### src/rtl/fibgen_param.sv
// BCD-indexed Fibonacci generator: BCD->bin, iterate, double-dabble back.
// FIBGEN_BIN_OUT_EN adds o_final_bin carrying the binary result.
module fibgen_param #(
  parameter int IN_DIGITS = 2,
  parameter int OUT_DIGITS = 4,
  localparam int LIMIT = 10**OUT_DIGITS - 1,
  localparam int BIN_W = $clog2(2*LIMIT + 1),
  localparam int CNT_W = $clog2(10**IN_DIGITS)
) (
  input  logic                    i_clk,
  input  logic                    i_rst_n,
  input  logic                    i_start,
  input  logic [4*IN_DIGITS-1:0]  i_gen_amt_bcd,
  output logic [4*OUT_DIGITS-1:0] o_final_bcd,
  output logic                    o_ready,
  output logic                    o_done,
  output logic                    o_overflow,
`ifdef FIBGEN_BIN_OUT_EN
  output logic                    o_err,
  output logic [BIN_W-1:0]        o_final_bin
`else
  output logic                    o_err
`endif
);

  localparam int STEP_W = $clog2(BIN_W + 1);
  localparam logic [BIN_W-1:0] LIM_B = BIN_W'(LIMIT);
  localparam logic [STEP_W-1:0] CONV_END = STEP_W'(IN_DIGITS - 1);
  localparam logic [STEP_W-1:0] B2B_END = STEP_W'(BIN_W - 1);

  typedef enum logic [2:0] {
    IDLE, CONV, FIB, B2B, DONE
  } state_t;

  state_t state, state_nx;

  logic [4*IN_DIGITS-1:0]  idx_q;
  logic [CNT_W-1:0]        acc;
  logic [STEP_W-1:0]       step;
  logic [BIN_W-1:0]        a, b, bin_q;
  logic [4*OUT_DIGITS-1:0] bcd_q;

  logic [3:0]              digit;
  logic [CNT_W-1:0]        acc_nx;
  logic                    bad, bad_first, conv_last;
  logic                    cnt_zero, b_big, b2b_last;
  logic [4*OUT_DIGITS-1:0] adj, bcd_nx;

  assign digit     = idx_q[4*IN_DIGITS-1 -: 4];
  assign acc_nx    = (acc << 3) + (acc << 1) + CNT_W'(digit);
  assign bad_first = (step == '0) && bad;
  assign conv_last = (step == CONV_END);
  assign cnt_zero  = (acc == '0);
  assign b_big     = (b > LIM_B);
  assign b2b_last  = (step == B2B_END);
  assign o_ready   = (state == IDLE);
  assign o_done    = (state == DONE);

  always_comb begin
    bad = 1'b0;
    for (int i = 0; i < IN_DIGITS; i++)
      if (idx_q[4*i +: 4] > 4'd9) bad = 1'b1;
  end

  // One double-dabble step: add-3 on digits >= 5, then shift in next bit
  always_comb begin
    adj = bcd_q;
    for (int i = 0; i < OUT_DIGITS; i++)
      if (adj[4*i +: 4] >= 4'd5) adj[4*i +: 4] = adj[4*i +: 4] + 4'd3;
    bcd_nx = {adj[4*OUT_DIGITS-2:0], bin_q[BIN_W-1]};
  end

  always_ff @(posedge i_clk) begin
    if (!i_rst_n) state <= IDLE;
    else          state <= state_nx;
  end

  always_comb begin
    state_nx = state;
    unique case (state)
      IDLE: if (i_start) state_nx = CONV;
      CONV: begin
        if (bad_first)      state_nx = DONE;
        else if (conv_last) state_nx = FIB;
      end
      FIB: begin
        if (cnt_zero)   state_nx = B2B;
        else if (b_big) state_nx = DONE;
      end
      B2B:  if (b2b_last) state_nx = DONE;
      DONE: state_nx = IDLE;
      default: state_nx = IDLE;
    endcase
  end

  always_ff @(posedge i_clk) begin
    if (!i_rst_n) begin
      idx_q       <= '0;
      acc         <= '0;
      step        <= '0;
      a           <= '0;
      b           <= '0;
      bin_q       <= '0;
      bcd_q       <= '0;
      o_final_bcd <= '0;
      o_overflow  <= 1'b0;
      o_err       <= 1'b0;
    end else begin
      unique case (state)
        IDLE: if (i_start) begin
          idx_q      <= i_gen_amt_bcd;
          acc        <= '0;
          step       <= '0;
          o_overflow <= 1'b0;
          o_err      <= 1'b0;
        end
        CONV: begin
          if (bad_first) begin
            o_err       <= 1'b1;
            o_final_bcd <= '0;
          end else begin
            acc   <= acc_nx;
            idx_q <= idx_q << 4;
            if (conv_last) begin
              step <= '0;
              a    <= '0;
              b    <= BIN_W'(1);
            end else begin
              step <= step + STEP_W'(1);
            end
          end
        end
        FIB: begin
          if (cnt_zero) begin
            bin_q <= a;
            bcd_q <= '0;
            step  <= '0;
          end else if (b_big) begin
            o_overflow  <= 1'b1;
            o_final_bcd <= {OUT_DIGITS{4'h9}};
          end else begin
            a   <= b;
            b   <= a + b;
            acc <= acc - CNT_W'(1);
          end
        end
        B2B: begin
          bin_q <= bin_q << 1;
          bcd_q <= bcd_nx;
          step  <= step + STEP_W'(1);
          if (b2b_last) o_final_bcd <= bcd_nx;
        end
        default: ;
      endcase
    end
  end

`ifdef FIBGEN_BIN_OUT_EN
  // a is untouched during B2B, so it still holds the binary result
  always_ff @(posedge i_clk) begin
    if (!i_rst_n)
      o_final_bin <= '0;
    else if (state == CONV && bad_first)
      o_final_bin <= '0;
    else if (state == FIB && !cnt_zero && b_big)
      o_final_bin <= LIM_B;
    else if (state == B2B && b2b_last)
      o_final_bin <= a;
  end
`endif

endmodule
### config.mk
export PLATFORM = sky130hd
export DESIGN_NAME = fibgen_param
export DESIGN_NICKNAME = d
export VERILOG_FILES = /design/src/rtl/fibgen_param.sv
export SDC_FILE = /design/constraint.sdc
export NUM_CORES = 1
export LEC_CHECK = 0
export BUFFER_PORTS_ARGS = -buffer_cell sky130_fd_sc_hd__buf_2
export CAP_MARGIN = 30
export CORE_ASPECT_RATIO = 0.6
export CORE_MARGIN = 1
export CORE_UTILIZATION = 28
export DETAILED_ROUTE_END_ITERATION = 8
export PLACE_DENSITY = 0.48
export SETUP_SLACK_MARGIN = 0.3
export SLEW_MARGIN = 20
export SYNTH_ARGS = -nofsm -noshare
export SYNTH_HDL_FRONTEND = slang
export SYNTH_SLANG_ARGS = --single-unit
### constraint.sdc
create_clock -name i_clk -period 4.4 [get_ports i_clk]
set_input_delay 0.44 -clock i_clk [delete_from_list [all_inputs] [get_ports i_clk]]
set_output_delay 0.44 -clock i_clk [all_outputs]
set_load 0.01 [all_outputs]
==> results.cfg <==
[global_routing]
grt_busiest_layer = met1
antenna_found_initial = 0
grt_pass1_wl_mm = 23.1
grt_usage_pct = 14.0
use_met1_pct = 21.8
grt_util_met3_pct = 3.31
use_met2_pct = 19.2
grt_max_degree = 71
grt_pass1_vias = 4430
grt_overflow = 0

[placement]
io_buffers = 30
routabilityCongestion = 0.801
post_dp_cell_area_um2 = 6010
hpwl_mm = 9.75

[floorplanning]
die_area_um2 = 20900
die_w_um = 186
initial_utilization_pct = 29.2
io-pin-count = 31
rows = 39
die_h_um = 112
core_area_um2 = 19400

[hold_path]
worstHoldPathType = in -> reg

[synth]
ys_seq_area_share_pct = 35.6
synth_top_area_share_pct = 35.6
synth_compound_area_share_pct = 24.0
synth_fa_ha_area_share_pct = 8.99
syn_inst = 674
synthArstFlopShare_pct = 0
synthMuxAreaShare_pct = 1.08
synth_top_family_by_area = compound AO/OA/AOI/OAI gates
ys_ff_latch = 101
synthTopCellsByArea = dfxtp_1, ha_1, nand2_1, o211a_1, nand3_1
yosysWarnings = 0
synth_fp_nets = 724
synth-xor-area-share_pct = 3.39
yosys_most_used_dff = dfxtp_1
synth_simple_gate_area_share_pct = 22.0
synth-edff-count = 0
yosysUniqueCellTypes = 67
avgSynthCellArea_um2 = 8.42
mappedNetlistArea_um2 = 5680
yosysTopAreaCell = dfxtp_1

[sta]
fin_tns_setup_ns = 0
fin_skew_ns = 0.0120
maxSlewViolCount = 0
fmax_ghz = 0.350
hold_ws_ns = 0.350
grt_setup_unrepaired = false
fin_crit_ns = 2.86
worst_pin_slew_ns = 0.802
setup_viol = 0
maxSlewHeadroom_pct = 46.3
timing.final.hold_violations = 0
final.period_utilization_pct = 65.0

[cells_and_area]
fin_area_um2 = 6320
drive_above_1_share_pct = 10.8
syn2layout_area_growth_pct = 11.3
n_antenna_cell = 0
nets = 731

[setup_path]
crit_type = reg -> reg
end_kind = register
crit_path_start_kind = register
cp.required_ns = 4.68
cp.arrival_ns = 3.14
critPathMaxFanout = 33

[clock_tree]
clock_latency_ns = 0.36
cts_buffers = 9
cts_tree = built
clockRootBuffer = clkbuf_16
path_clk_slew_ns = 0.07
htreeDepth = 3
cts_buffer_depth = 2
post_cts_buffers = 0
cts_hold_buf = 0
clock_sinks = 101
postCtsResizedCells = 0

[drt]
ant_nets = 0
avgViaCountPerCell = 5.00
drc = 0
drtIter0Drc = 374
vias = 4762
dr.pass1.iters = 6
avgRoutedWirePerCell_um = 14.9
wl_mm = 14.2

[flow_run]
drv_cap = 0

[run_status]
status = finished, final reports clean

[power_and_ir_drop]
irDropWorstVdd_mv = 0.225
power.density_nw_per_um2 = 465
p_leak_uw = 0.00266
==> final timing paths <==
kind | start | to | slack [ns] | cells after the start
setup / recovery | state[1]$_SDFFE_PN0P_ | state[1]$_SDFFE_PN0P_ | 1.54 | 7
hold / removal | i_gen_amt_bcd[2] | idx_q[2]$_SDFFE_PN0P_ | 0.35 | 3
setup reg to reg | state[1]$_SDFFE_PN0P_ | state[1]$_SDFFE_PN0P_ | 1.54 | 7
hold reg to reg | o_err$_SDFFE_PN0P_ | o_err$_SDFFE_PN0P_ | 0.47 | 2
==> where the power goes <==
part,switching (uW),leakage [uW],internal (uW)
Combinational,635,0.00169,349
Sequential,111,0.000817,1010
Clock,385,0.000148,450
Total,1130,0.00266,1810
==> critical path, stage by stage, from the launching register on <==
cell	delay [ns]
dfxtp_1	0.79
and2_1	0.72
o2bb2ai_2	0.20
nand3_2	0.07
buf_4	0.25
nor2_2	0.43
nor3_1	0.10
nor3b_1	0.21
==> cells in the mapped netlist (6+ instances only) <==
library cell	count
dfxtp_1	101
nand2_1	84
nand3_1	55
o21ai_0	42
a21oi_1	36
ha_1	36
nor2_1	35
a21boi_0	29
o211a_1	28
nor2b_1	26
clkbuf_1	23
inv_1	18
xnor2_1	13
buf_2	11
nand2b_1	11
a22oi_1	10
xor2_1	9
nor3_1	7
a21boi_1	6
o21ai_1	6
==> per-layer routing <==
layer  wire length (um)  vias to the layer above
met5                  0                        -
met4                140                        0
met3                638                       17
met2               5560                      108
met1               7860                     2241
li1                   -                     2396
==> stage by stage <==
stage                     setup WS (ns)  utilization [%]  instances  power [uW]
after floorplan                    2.07                -        674        1900
after global routing               1.23             32.5        952        3130
final                              1.54             32.5        952        2940
after global placement             1.51             30.9        935        2110
after CTS                          1.52             32.5        952        2970
after detailed placement           1.55             31.0        936        2120
==> state kept, by name, indices dropped and copies added, names as in the netlist <==
register / flops
step: 4
state: 3
a: 15
bcd_q: 16
o_final_bcd: 16
acc: 7
bin_q: 15
idx_q: 8
b: 15
o_err: 1
o_overflow: 1
==> placed cells by master, fill, tap and decap left out, types with 3 or more instances in the layout <==
cell type / netlist / final
xor2_1: 9 / 9
clkbuf_16: 0 / 9
nand3_1: 55 / 55
and3_1: 5 / 5
nor2b_1: 26 / 26
o211a_1: 28 / 28
nor3b_1: 3 / 3
nand2_1: 84 / 84
a21o_1: 3 / 3
nand2b_1: 11 / 11
fa_1: 3 / 3
buf_4: 3 / 8
mux2i_1: 5 / 5
o211ai_1: 4 / 4
a22oi_1: 10 / 10
o21ai_1: 6 / 6
a21oi_1: 36 / 36
and2_1: 5 / 5
buf_2: 11 / 30
a31o_1: 4 / 4
nor2_1: 35 / 35
or3_1: 3 / 3
nor3_1: 7 / 7
inv_1: 18 / 18
a21boi_0: 29 / 29
ha_1: 36 / 36
a21boi_1: 6 / 6
o21ai_0: 42 / 42
dfxtp_1: 101 / 101
xnor2_1: 13 / 13
==> kinds of logic (layout without fill, tap and decap cells) <==
logic type / after synthesis / after routing
AOI/OAI and AO/OA: 191 / 191
xor gates and xnor gates: 22 / 22
adders and majority gates: 39 / 39
buffers and inverters: 61 / 73
DFF: 101 / 101
muxes: 6 / 6
and+or+nand+nor: 254 / 254
==> area by class of cell <==
cell class                 instances  area (um^2)
clock inverter                     7         80.1
timing repair buffer              38          210
clock buffer                       9          225
multi-input combinational        512         3380
fill                            2103        13100
tap                              266          333
sequential                       101         2020
inverter                          19         71.3
Power figures use the tool's default switching activity.
